[config.mk]
export PLATFORM = sky130hd
export DESIGN_NAME = data_mem_responder
export DESIGN_NICKNAME = d
export VERILOG_FILES = /design/src/rtl/data_mem_responder.sv
export SDC_FILE = /design/constraint.sdc
export NUM_CORES = 2
export LEC_CHECK = 0
export BUFFER_PORTS_ARGS = -buffer_cell sky130_fd_sc_hd__buf_4
export CORE_ASPECT_RATIO = 0.5
export CORE_MARGIN = 8
export CORE_UTILIZATION = 55
export CTS_CLUSTER_DIAMETER = 200
export DETAILED_ROUTE_END_ITERATION = 6
export PLACE_DENSITY = 0.71
export SLEW_MARGIN = 25
export SYNTH_ARGS = -nofsm -noshare
export SYNTH_HDL_FRONTEND = slang
export SYNTH_SLANG_ARGS = --single-unit
[constraint.sdc]
create_clock -name Clock -period 4.8 [get_ports Clock]
set_input_delay 0.24 -clock Clock [delete_from_list [all_inputs] [get_ports Clock]]
set_output_delay 0.24 -clock Clock [all_outputs]
set_load 0.05 [all_outputs]
[src/rtl/data_mem_responder.sv]
// -----------------------------------------------------------------------------
// data_mem_responder
//
// Single-port 32 x 32-bit data memory that answers one request at a time from
// the pipeline MEM stage. A request is accepted only from IDLE; its address,
// direction and write data are latched at acceptance. The access completes with
// a one-cycle ready strobe (state DONE). DONE always returns to IDLE, so
// back-to-back requests are separated by one IDLE cycle.
//
// Optional feature (macro DATA_MEM_WAIT_STATE_EN):
//   defined   -> WAIT_CYCLES wait states are inserted in state BUSY before the
//                access; ready rises WAIT_CYCLES+1 edges after acceptance
//                (counting the acceptance edge).
//   undefined -> BUSY is never entered; the access happens at the acceptance
//                edge and WAIT_CYCLES is ignored (range-checked only).
//
// Parameters:
//   WAIT_CYCLES  wait states per access when the macro is defined (0..15)
//
// Ports:
//   Clock   in   1   system clock, rising edge
//   Resetn  in   1   asynchronous active-low reset (clears state AND memory)
//   req     in   1   access request
//   we      in   1   1 = write, 0 = read (qualified by req)
//   addr    in   5   word address
//   wdata   in   32  write data
//   rdata   out  32  registered read data (not changed by writes)
//   ready   out  1   completion strobe, high exactly while in DONE
//   stall   out  1   combinational hold: BUSY, or IDLE with req pending
// -----------------------------------------------------------------------------
module data_mem_responder #(
    parameter int WAIT_CYCLES = 2
) (
    input  logic        Clock,
    input  logic        Resetn,
    input  logic        req,
    input  logic        we,
    input  logic [4:0]  addr,
    input  logic [31:0] wdata,
    output logic [31:0] rdata,
    output logic        ready,
    output logic        stall
);

    if (WAIT_CYCLES < 0 || WAIT_CYCLES > 15) begin : g_wait_range
        $error("data_mem_responder: WAIT_CYCLES must be in 0..15");
    end

    typedef enum logic [1:0] {
        IDLE = 2'd0,
        BUSY = 2'd1,
        DONE = 2'd2
    } state_t;

    state_t      state;
    logic [31:0] mem [32];

    // Request fields captured at acceptance
    logic        we_p0;
    logic [4:0]  addr_p0;
    logic [31:0] wdata_p0;

`ifdef DATA_MEM_WAIT_STATE_EN
    localparam logic [3:0] WAIT_LOAD = 4'((WAIT_CYCLES > 0) ? (WAIT_CYCLES - 1) : 0);
    logic [3:0] wait_cnt;
`endif

    // An access performed at the acceptance edge must use the live inputs
    // (the latch is being written at that same edge); an access performed from
    // BUSY uses the latched copy so input changes in BUSY are ignored.
    logic        acc_we;
    logic [4:0]  acc_addr;
    logic [31:0] acc_wdata;

    always_comb begin
        acc_we    = we_p0;
        acc_addr  = addr_p0;
        acc_wdata = wdata_p0;
        if (state == IDLE) begin
            acc_we    = we;
            acc_addr  = addr;
            acc_wdata = wdata;
        end
    end

    assign stall = (state == BUSY) || ((state == IDLE) && req);

    always_ff @(posedge Clock or negedge Resetn) begin
        if (!Resetn) begin
            state    <= IDLE;
            rdata    <= '0;
            ready    <= 1'b0;
            we_p0    <= 1'b0;
            addr_p0  <= '0;
            wdata_p0 <= '0;
`ifdef DATA_MEM_WAIT_STATE_EN
            wait_cnt <= '0;
`endif
            for (int i = 0; i < 32; i++) begin
                mem[i] <= '0;
            end
        end else begin
            ready <= 1'b0;
            case (state)
                IDLE: begin
                    if (req) begin
                        we_p0    <= we;
                        addr_p0  <= addr;
                        wdata_p0 <= wdata;
`ifdef DATA_MEM_WAIT_STATE_EN
                        if (WAIT_CYCLES > 0) begin
                            wait_cnt <= WAIT_LOAD;
                            state    <= BUSY;
                        end else begin
                            if (acc_we) mem[acc_addr] <= acc_wdata;
                            else        rdata         <= mem[acc_addr];
                            ready <= 1'b1;
                            state <= DONE;
                        end
`else
                        if (acc_we) mem[acc_addr] <= acc_wdata;
                        else        rdata         <= mem[acc_addr];
                        ready <= 1'b1;
                        state <= DONE;
`endif
                    end
                end
`ifdef DATA_MEM_WAIT_STATE_EN
                BUSY: begin
                    if (wait_cnt != 4'd0) begin
                        wait_cnt <= wait_cnt - 4'd1;
                    end else begin
                        if (acc_we) mem[acc_addr] <= acc_wdata;
                        else        rdata         <= mem[acc_addr];
                        ready <= 1'b1;
                        state <= DONE;
                    end
                end
`endif
                // DONE never accepts a new request; it always yields one IDLE cycle.
                DONE:    state <= IDLE;
                default: state <= IDLE;
            endcase
        end
    end

endmodule

### Yosys cells after proc, flatten, opt, wreduce, memory -nomap -nowiden

Cells that the tools add are included.

* register bits: 1097
* bits of input ports: 41
* word-level logic and storage cells: 64

* order comparisons: 2
* equality and inequality tests: 2
* multiplexer cells: 13
* bitwise logic cells: 2
* reduce and logical (&&, ||, !) cells: 7

Operator list (count)
* $bwmux W1024: 1
* $bmux W32 S5: 1
* $demux W32 S5: 1
* $mux W32: 4
* $ge A6 B6 Y1 const B: 1
* $lt A6 B1 Y1 const B: 1
* $not A5 Y6: 1
* $reduce_and A3 Y1: 2
* $mux W5: 1
* $mux W2: 2
* $mux W1: 3
* $eq A2 B1 Y1 const B: 1
* $logic_and A1 B1 Y1: 2
* $logic_not A2 Y1: 1
* $ne A2 B2 Y1 const B: 1
* $reduce_and A2 Y1: 1
* $logic_or A1 B1 Y1: 1
* $not A1 Y1: 1

### Depth between registers and ports, before layout

* word-level depth: 8
* depth in mapped cells: 10
* mapped depth without buffers: 7

### Worst setup path after synthesis

Ideal clock, no wire load.

* kind: reg-to-reg
* start: register state[1]
* end: register rdata[1]
* library setup time: 0.136 ns
* data arrival time: 2.119 ns
* data required time: 4.664 ns
* slack: 2.545 ns
* stages on the path, launching flop included: 8
* buffers on the path: 3
* clock period less this slack: 2.255 ns
* cells stage by stage: dfrtp_1 > buf_2 > o21ai_2 > buf_2 > buf_2 > mux4_2 > a221oi_1 > a31oi_1

* longest elaborated chain between the ends: 6
* elaborated cells on any way between the ends: 9
* those cells by class: 5 x mux; 2 x bitwise; 2 x reduce/logical

RTL lines
* from (decl): line 55 `state_t state;`
* from (signal assigned): line 90 `state <= IDLE;`
* from (signal assigned): line 124 `state <= DONE;`
* from (signal assigned): line 141 `DONE: state <= IDLE;`
* $logic_not A2 Y1 (*): line 79, 104
* $mux W5: line 79 `if (state == IDLE) begin`
* $not A5 Y6 (implied by the code): line 122 `else rdata <= mem[acc_addr];`
* $bmux W32 S5: line 122
* $mux W32 (implied by the code) (2 in a row): line 122
* to (signal assigned): line 122
* to (decl): line 40 `output logic [31:0] rdata,`

Mark *: on every way between the ends. The rest lies on a longest branch, timed or not. The select of a mux whose other input is x is not followed.
A chain may end at the register's enable or synchronous reset.

### Final worst setup path

* start: register state[1]
* end: register rdata[21]

The elaborated chain is that of the path after synthesis.

==> run metrics <==
run status completed; CP required 5.35 ns; initial cell density of the core 0.555; Final Util 0.625; MaxCap Viol Count 0; 1st-iter DRT viols 4292; minimum clock period 3.79 ns; critical path peak fanout 39; worst ir drop on vdd 0.000300 V; flops & latches, synth 1095; Final period util 0.790; synth unique cells 46; Syn Area/Cell 9.88 um2; Achievable Freq 0.264 GHz; Setup CP Type flop to flop; WL final 148 mm; Data arrival, critical path 4.34 ns; antenna-violating nets left 0; CP startpoint kind flop; Synth warnings 0; TNS Setup 0 ns; root buffer cell clkbuf_16; Final setup viols 0; antenna violations before repair 3; layout cells sized above 1 0.113; PortBufs 74; register area share after synthesis 0.589; Global Route Usage Sum 0.311; reg2reg setup slack 1.01 ns; row count 75; RePlAce Congestion 0.892; Pleak 0.0232 uW; DRC errors left 0; placed cell areas 48600 um2; # IOs 75; Cells after Synth 4707; Longest Clk Path Bufs 3; clock-pin slew on the worst setup and hold paths 0.07 ns; H-tree depth 3; Num CTS Buffers 95; die area 94700 um2; Worst-Skew Late Latency 0.71 ns; HP Class input pin to async pin; WL/cell 25.4 um; nature of the critical path endpoint flop; clock skew 0.0262 ns; final hold violations 0; PD cells 462 nW/um2; worst reg2reg path depth 7; Die W 427 um; RSZ-0062 raised after global routing no; DP HPWL 90.3 mm; Worst-Margin Slew 1.08 ns; Worst R2R End rdata[21]; Avg Vias per Cell 6.29; largest net degree at the start of global routing 181; Post-synth ARST share 1.00; global-route wire length before repair 225 mm; Die Y 222 um; Final Power 24200 uW; number of synthesized flops with an enable pin 0; vias after detailed routing 36700; number of global-route vias before repair 35900; syn_nets 4748; nets@finish 4678; TritonCTS clock tree done; RR Startpoint state[1]; worst rel slew slack 0.272; drt first pass iters 6; post-CTS resize count 0; Design Area, Final 52300 um2; filler instances 6548; Syn-to-layout area delta 12.6%; synthesized area 46500 um2; CORE AREA 83800 um2; most frequent cells in the layout 1094 x dfrtp_1, 973 x nand2_1, 698 x o21ai_0; total global routing overflow 0; Main synth FF type dfrtp_1; most common cell after layout, fill and taps aside dfrtp_1; Slew Viols, Final 0; Num Clock Sinks 1095
==> critical path: stages (launching register included) <==
cell	delay (ns)
dfrtp_4	0.90
nand2_1	0.21
o21ai_4	0.32
buf_4	0.50
buf_4	0.57
mux4_2	0.40
a221oi_1	0.53
a31oi_1	0.15
==> cells in the mapped netlist (3+ instances only) <==
cell,instances,share of area
o21ai_1,23,0.0025
a21oi_1,474,0.051
nor4_1,45,0.0061
nand2_1,988,0.080
buf_1,12,0.00097
nor2b_1,3,0.00040
nor3_1,3,0.00032
mux2i_1,201,0.043
o221ai_1,3,0.00057
mux4_2,73,0.035
a2111oi_0,4,0.00075
a22oi_1,134,0.022
o21ai_0,698,0.075
nor4b_1,3,0.00057
a22o_1,4,0.00075
inv_1,3,0.00024
a31oi_1,33,0.0044
a211oi_1,6,0.00097
o22ai_1,74,0.010
buf_2,79,0.0085
clkbuf_1,321,0.026
dfrtp_1,1095,0.59
nand2b_1,8,0.0011
nor2_2,4,0.00054
o32ai_1,3,0.00057
a221oi_1,14,0.0026
o32ai_2,3,0.0010
nor2_1,358,0.029
buf_4,10,0.0016
nand2_2,7,0.00094
==> layer usage <==
| metal | vias up | routed length, um | track usage | part of all wire |
|---|---|---|---|---|
| li1 | 16100 | - | - | - |
| met1 | 18300 | 61800 | 0.444 | 0.42 |
| met2 | 1917 | 63500 | 0.450 | 0.43 |
| met3 | 370 | 16800 | 0.0892 | 0.11 |
| met4 | 2 | 6240 | 0.118 | 0.042 |
| met5 | - | 12 | 0 | 0.000081 |
==> state kept, by name, summed over array words and instances (netlist names) <==
| signal | flops |
|---|---|
| addr_p0 | 5 |
| mem | 1024 |
| rdata | 32 |
| ready | 1 |
| state | 1 |
| wdata_p0 | 32 |
==> kinds of logic after synthesis <==
family,share of synthesized area
muxes,0.0789
and+or+nand+nor,0.121
AOI/OAI and AO/OA,0.173
buffers and inverters,0.0373
DFF,0.589
==> final cells by class <==
type,count,area [um2],area share
Antenna cell,5,12.5,0.000239
Inverter,4,15.0,0.000287
Tap cell,1116,1400,0.0267
Sequential cell,1095,27400,0.524
Clock inverter,45,583,0.0111
Clock buffer,130,2730,0.0522
Timing Repair Buffer,255,2460,0.0470
Multi-Input combinational cell,3186,17700,0.339
==> timing repair <==
| action | in CTS | in global routing |
|---|---|---|
| endpoints found under the hold margin | 102 | 0 |
| hold buffers | 39 | 0 |
| buffers inserted | 0 | 0 |
==> per-stage QoR <==
step                      instances  setup slack (ns)  hold slack [ns]
after global placement         5615              1.10            0.299
final                          5836              1.01            0.163
after detailed placement       5615              1.08            0.308
after global routing           5831             0.946            0.172
after CTS                      5829              1.07            0.144
after floorplan                4707              2.55          -0.0556
==> power by group <==
group,internal (uW),total (uW),switching (uW),leakage [uW]
Clock,4610,8210,3600,0.00163
Combinational,1530,4040,2510,0.00701
Sequential,10900,11900,1010,0.0146
Total,17100,24200,7120,0.0232
==> worst max-delay path by stage <==
stage / from / to / slack (ns) / cells after the start
CTS: state[1] / rdata[21] / 1.07 / 6
floorplan: state[1] / rdata[1] / 2.55 / 7
finish: state[1] / rdata[21] / 1.01 / 7
detailed placement: state[1] / rdata[21] / 1.08 / 6
global placement: state[1] / rdata[28] / 1.10 / 6
global route: state[1] / mem[900] / 0.95 / 7
Power figures use the tool's default switching activity.
